===== config.mk =====
export PLATFORM = sky130hd
export DESIGN_NAME = uart_tx
export DESIGN_NICKNAME = d
export VERILOG_FILES = /design/src/rtl/uart_tx.sv
export SDC_FILE = /design/constraint.sdc
export NUM_CORES = 1
export LEC_CHECK = 0
export CAP_MARGIN = 10
export CELL_PAD_IN_SITES_DETAIL_PLACEMENT = 2
export CELL_PAD_IN_SITES_GLOBAL_PLACEMENT = 2
export CORE_MARGIN = 2
export CORE_UTILIZATION = 48
export CTS_BUF_LIST = sky130_fd_sc_hd__clkbuf_4 sky130_fd_sc_hd__clkbuf_8
export CTS_CLUSTER_DIAMETER = 150
export DETAILED_ROUTE_END_ITERATION = 8
export PLACE_DENSITY_LB_ADDON = 0.1
export SYNTH_ARGS = -nofsm -noshare
export SYNTH_HDL_FRONTEND = slang
export SYNTH_SLANG_ARGS = --single-unit

===== constraint.sdc =====
create_clock -name clk -period 4.8 [get_ports clk]
set_input_delay 0.96 -clock clk [delete_from_list [all_inputs] [get_ports clk]]
set_output_delay 0.96 -clock clk [all_outputs]
set_load 0.01 [all_outputs]

===== src/rtl/uart_tx.sv =====
// uart_tx: 8N1 serial transmitter, LSB first, with a small byte FIFO in front of the
// serializer so the host can queue bytes while a frame is on the line.
module uart_tx #(
  parameter logic [13:0] CLOCKS_PER_BAUD = 14'd868,
  parameter int unsigned FIFO_AW         = 2
) (
  input  logic       clk,
  input  logic       reset,
  input  logic [7:0] tx_data,
  input  logic       tx_valid,
  output logic       tx_ready,
  output logic       tx_out,
  output logic       busy
);

  localparam logic [FIFO_AW:0]   DEPTH_C     = {1'b1, {FIFO_AW{1'b0}}};
  localparam logic [FIFO_AW:0]   CNT_ZERO_C  = {(FIFO_AW + 1){1'b0}};
  localparam logic [FIFO_AW:0]   CNT_ONE_C   = (FIFO_AW + 1)'(1);
  localparam logic [FIFO_AW-1:0] PTR_ZERO_C  = {FIFO_AW{1'b0}};
  localparam logic [FIFO_AW-1:0] PTR_ONE_C   = FIFO_AW'(1);
  localparam logic [13:0]        BAUD_LAST_C = CLOCKS_PER_BAUD - 14'd1;

  typedef enum logic [1:0] {
    IDLE  = 2'd0,
    START = 2'd1,
    DATA  = 2'd2,
    STOP  = 2'd3
  } state_t;

  state_t             state_r, state_s;
  logic [7:0]         mem_r [(1 << FIFO_AW)];
  logic [FIFO_AW-1:0] wr_ptr_r, rd_ptr_r;
  logic [FIFO_AW:0]   count_r;
  logic [13:0]        baud_cnt_r, baud_cnt_s;
  logic [2:0]         bit_idx_r, bit_idx_s;
  logic [7:0]         shift_r, shift_s;
  logic               tx_out_s;
  logic               push_s, pop_s, bit_end_s, fifo_nempty_s;

  assign tx_ready      = (count_r != DEPTH_C);
  assign push_s        = tx_valid && tx_ready;
  assign bit_end_s     = (baud_cnt_r == 14'd0);
  assign fifo_nempty_s = (count_r != CNT_ZERO_C);
  assign busy          = (state_r != IDLE) || fifo_nempty_s;

  // FIFO storage: plain registers, contents are don't-care until written
  always_ff @(posedge clk) begin
    if (push_s) begin
      mem_r[wr_ptr_r] <= tx_data;
    end
  end

  // FIFO pointers and occupancy; simultaneous push and pop leave count unchanged
  always_ff @(posedge clk or posedge reset) begin
    if (reset) begin
      wr_ptr_r <= PTR_ZERO_C;
      rd_ptr_r <= PTR_ZERO_C;
      count_r  <= CNT_ZERO_C;
    end else begin
      if (push_s) begin
        wr_ptr_r <= wr_ptr_r + PTR_ONE_C;
      end
      if (pop_s) begin
        rd_ptr_r <= rd_ptr_r + PTR_ONE_C;
      end
      case ({push_s, pop_s})
        2'b10:   count_r <= count_r + CNT_ONE_C;
        2'b01:   count_r <= count_r - CNT_ONE_C;
        default: count_r <= count_r;
      endcase
    end
  end

  // Frame sequencer: next state, baud/bit counters, shifter and next line level
  always_comb begin
    state_s    = state_r;
    baud_cnt_s = baud_cnt_r;
    bit_idx_s  = bit_idx_r;
    shift_s    = shift_r;
    tx_out_s   = tx_out;
    pop_s      = 1'b0;
    case (state_r)
      IDLE: begin
        tx_out_s = 1'b1;
        if (fifo_nempty_s) begin
          pop_s      = 1'b1;
          shift_s    = mem_r[rd_ptr_r];
          baud_cnt_s = BAUD_LAST_C;
          state_s    = START;
          tx_out_s   = 1'b0;
        end else begin
          baud_cnt_s = BAUD_LAST_C;
        end
      end
      START: begin
        tx_out_s = 1'b0;
        if (bit_end_s) begin
          state_s    = DATA;
          bit_idx_s  = 3'd0;
          baud_cnt_s = BAUD_LAST_C;
          tx_out_s   = shift_r[0];
        end else begin
          baud_cnt_s = baud_cnt_r - 14'd1;
        end
      end
      DATA: begin
        if (bit_end_s) begin
          baud_cnt_s = BAUD_LAST_C;
          shift_s    = {1'b0, shift_r[7:1]};
          bit_idx_s  = bit_idx_r + 3'd1;
          if (bit_idx_r == 3'd7) begin
            state_s  = STOP;
            tx_out_s = 1'b1;
          end else begin
            tx_out_s = shift_r[1];
          end
        end else begin
          baud_cnt_s = baud_cnt_r - 14'd1;
        end
      end
      STOP: begin
        tx_out_s = 1'b1;
        if (bit_end_s) begin
          baud_cnt_s = BAUD_LAST_C;
          // Next byte starts on the very edge the stop bit ends: no idle gap
          if (fifo_nempty_s) begin
            pop_s    = 1'b1;
            shift_s  = mem_r[rd_ptr_r];
            state_s  = START;
            tx_out_s = 1'b0;
          end else begin
            state_s  = IDLE;
          end
        end else begin
          baud_cnt_s = baud_cnt_r - 14'd1;
        end
      end
      default: begin
        state_s    = IDLE;
        baud_cnt_s = BAUD_LAST_C;
        tx_out_s   = 1'b1;
      end
    endcase
  end

  // Sequencer registers; the line flop resets high so TX idles the instant reset asserts
  always_ff @(posedge clk or posedge reset) begin
    if (reset) begin
      state_r    <= IDLE;
      baud_cnt_r <= BAUD_LAST_C;
      bit_idx_r  <= 3'd0;
      shift_r    <= 8'd0;
      tx_out     <= 1'b1;
    end else begin
      state_r    <= state_s;
      baud_cnt_r <= baud_cnt_s;
      bit_idx_r  <= bit_idx_s;
      shift_r    <= shift_s;
      tx_out     <= tx_out_s;
    end
  end

endmodule


==> results by group <==
Status
  • Result of the run: finished clean

STA
  • Final period utilization: 62.34%
  • Final Hold Viols: 0
  • Max Fclk: 334.2 MHz
  • Finish-stage setup viols: 0
  • Setup TNS: 0 ps
  • Measured slew at the worst slew-check pin: 698.9 ps
  • Fin. max-slew vios: 0
  • Tightest slew margin relative to the limit: 53.41%
  • Setup repair after global routing missed its margin: false
  • Minimum clock period after layout: 2993 ps
  • Smallest hold slack: 478.3 ps
  • Post-Route Skew: 11.41 ps

Synthesis
  • Post-synthesis area per instance: 13.31 µm²
  • Post-synthesis cell type with the largest combined area: sky130_fd_sc_hd__edfxtp_1
  • Number of distinct library cells after synthesis: 43
  • Net count after synthesis: 265
  • Number of enable flip-flop cells after synthesis: 32
  • Most used flip-flop cell after synthesis: sky130_fd_sc_hd__edfxtp_1
  • Most common cell in the netlist: sky130_fd_sc_hd__edfxtp_1
  • Ranking of synthesized cells by area: sky130_fd_sc_hd__edfxtp_1, sky130_fd_sc_hd__dfrtp_1, sky130_fd_sc_hd__dfstp_2
  • Yosys top cell area share: 30.20%
  • Most used standard cells in the synthesized netlist: sky130_fd_sc_hd__edfxtp_1, sky130_fd_sc_hd__dfrtp_1, sky130_fd_sc_hd__nand2_1, sky130_fd_sc_hd__mux2_2, sky130_fd_sc_hd__nor2_1
  • Post-synth design cell area: 3182 µm²
  • Fraction of registers with async set/reset: 52.24%
  • Yosys Warn Count: 0
  • Flop and latch count out of synthesis: 67
  • Synthesized netlist cell count: 239
  • Portion of the post-synthesis area used by sequential elements: 58.00%

Floorplan
  • Die boundary height: 85.42 µm
  • Number of cell rows: 29
  • I/O pin count: 14
  • Initial standard-cell utilization of the core: 49.82%
  • Die width: 85.42 µm
  • Die area: 7296 µm²
  • Standard cell core area: 6386 µm²

Critical path
  • Slack of the worst reg-to-reg path: 1810 ps
  • Launch point of the worst reg-to-reg path: baud_cnt_r[4]$_DFF_PP0_
  • Startpoint types: flop
  • Crit-path cells: nor4_4 > and4_2 > a21oi_1 > nor2_1 > ha_1 > inv_1 > fa_1 > xor2_1 > nor2_1 > xor2_1
  • Buffers plus inverters on the worst setup path: 1
  • Depth of the critical timing path with buffers and inverters included: 10
  • Peak fanout along the critical path: 10
  • Worst Path Required: 5080 ps
  • Crit path capture type: flop
  • Delay of the slowest cell on the worst path: 520 ps
  • Start-to-end type of the worst setup path: reg2reg
  • Family with the most delay on the worst path: simple AND/OR/NAND/NOR gates
  • Reg2reg path depth: 10
  • Worst setup path startpoint: baud_cnt_r[4]$_DFF_PP0_
  • Worst r2r dst: count_r[2]$_DFFE_PP0P_
  • End of the critical path: count_r[2]$_DFFE_PP0P_
  • Data arrival time at the worst-slack endpoint: 3280 ps
  • Slowest stage cell on the critical path: sky130_fd_sc_hd__nor4_4

Global route
  • Number of global-route vias before repair: 2232
  • First-pass GRT wire length: 12.56 mm
  • Overall overflow remaining after global route: 0
  • Global Route Usage Sum: 23.62%
  • Number of antenna violations at the first check in global routing: 0
  • Maximum number of pins on one net before global-route repair: 36

Clocking
  • H-tree depth reported by CTS: 3
  • Count of buffers added by post-CTS timing repair for setup: 0
  • Number of gates given a new drive strength after cts: 0
  • CTS root buffer: sky130_fd_sc_hd__clkbuf_8
  • Total CTS buffers: 9
  • Later-pin clock latency in the skew report: 360 ps
  • Hold buffer count at CTS: 0
  • Sink count of the clock tree: 67
  • TritonCTS clock tree: built
  • CTS Buffer Depth: 2
  • Clock-pin transition on the worst setup and hold timing paths: 80 ps

Finish
  • Number of antenna diodes: 0
  • Number of nets in the final layout: 282
  • Fraction of final layout cells sized beyond drive strength 1: 20.69%
  • Area growth syn-to-layout: 11.76%

Detailed routing
  • Total via count in the routed design: 2003
  • Detail Route Antenna Nets: 0
  • First-pass detailed-route iteration total: 4
  • DR vias/cell: 5.926
  • Drt initial violations: 54
  • DRT Wirelength: 7.658 mm
  • Mean routed wirelength per cell: 22.66 µm
  • Number of remaining DRC errors: 0

Placed design
  • Placed wire-length estimate: 5.452 mm
  • RePlAce Congestion: 0.7336
  • Number of buffer cells added on primary ports: 13

Run
  • Max cap viols: 0

Pwr
  • Leakage power total: 1.398 nW
  • Worst supply voltage drop on vdd: 335.6 µV
  • Power Total: 1.359 mW
  • PD cells: 382.2 nW/µm²

Min path
  • Min-delay worst type: reg2reg
sequential cells by signal (all words and copies together) (netlist names):
register,cells
shift_r,8
baud_cnt_r,14
mem_r,32
tx_out,1
state_r,2
wr_ptr_r,2
rd_ptr_r,2
count_r,3
bit_idx_r,3
cells by family (layout without fill, tap and decap cells):
| family | Yosys count | count (layout) | share of synthesized area, % |
|---|---|---|---|
| DFF | 67 | 67 | 58.00 |
| and+or+nand+nor | 66 | 66 | 11.29 |
| AOI/OAI and AO/OA | 31 | 31 | 6.883 |
| muxes | 25 | 25 | 11.60 |
| buffers and inverters | 23 | 45 | 2.792 |
| adders and majority gates | 15 | 15 | 6.135 |
| xor gates and xnor gates | 12 | 12 | 3.303 |
how the worst min path moves through the flow:
stage | start | end | slack, ps | depth (start not counted)
final | baud_cnt_r[0]$_DFF_PP1_ | baud_cnt_r[0]$_DFF_PP1_ | 480 | 1
after global routing | baud_cnt_r[0]$_DFF_PP1_ | baud_cnt_r[0]$_DFF_PP1_ | 500 | 1
after CTS | baud_cnt_r[0]$_DFF_PP1_ | baud_cnt_r[0]$_DFF_PP1_ | 480 | 1
after detailed placement | baud_cnt_r[0]$_DFF_PP1_ | baud_cnt_r[0]$_DFF_PP1_ | 460 | 1
after global placement | baud_cnt_r[0]$_DFF_PP1_ | baud_cnt_r[0]$_DFF_PP1_ | 460 | 1
after floorplan | baud_cnt_r[0]$_DFF_PP1_ | baud_cnt_r[0]$_DFF_PP1_ | 440 | 1
layout by cell type, fill, tap and decap left out, drive strengths merged, types with 4 or more instances in the layout:
cell type | Yosys | routed
nor2 | 15 | 15
mux2 | 15 | 15
xor2 | 8 | 8
inv | 14 | 14
mux4 | 8 | 8
clkdlybuf4s50 | 0 | 13
and3 | 4 | 4
edfxtp | 32 | 32
a21oi | 6 | 6
dfstp | 7 | 7
nand2 | 17 | 17
nor4 | 6 | 6
ha | 14 | 14
dfrtp | 28 | 28
o21ai | 10 | 10
xnor2 | 4 | 4
nor3 | 5 | 5
nand3 | 6 | 6
clkinv | 0 | 4
clkbuf | 6 | 9
power by group:
group	total [mW]	internal, mW	switching [mW]
clock	0.421	0.184	0.237
combinational	0.212	0.0849	0.127
sequential	0.726	0.686	0.0402
area by class of cell:
type	instances	area (µm²)
fill	599	2830
sequential	67	1846
multi-input combinational	149	1247
timing repair buffer	15	145.1
clock buffer	9	123.9
tap	77	96.34
inverter	14	52.55
clock inverter	7	45.04
layer usage:
layer | share of wire, % | global-route usage, % | vias to the layer above
met4 | 3.3 | 11.54 | 0
met2 | 52 | 39.84 | 32
li1 | - | - | 910
met3 | 2.4 | 4.961 | 19
met1 | 42 | 28.87 | 1042
met5 | 0 | 0 | -
metrics by stage:
stage | cells | instance area [µm²] | setup WS, ps | util (%)
floorplan | 239 | 3182 | 2290 | -
global placement | 322 | 3387 | 2120 | 53.04
detailed placement | 322 | 3387 | 1941 | 53.04
CTS | 338 | 3556 | 1804 | 55.68
global route | 338 | 3556 | 1595 | 55.68
finish | 338 | 3556 | 1807 | 55.68
worst reg2reg max path, stage by stage (launching register included):
cell	delay (ps)
sky130_fd_sc_hd__dfrtp_1	460
sky130_fd_sc_hd__nor4_4	520
sky130_fd_sc_hd__and4_2	450
sky130_fd_sc_hd__a21oi_1	120
sky130_fd_sc_hd__nor2_1	180
sky130_fd_sc_hd__ha_1	230
sky130_fd_sc_hd__inv_1	80
sky130_fd_sc_hd__fa_1	400
sky130_fd_sc_hd__xor2_1	170
sky130_fd_sc_hd__nor2_1	150
sky130_fd_sc_hd__xor2_1	160
Power figures use the tool's default switching activity.
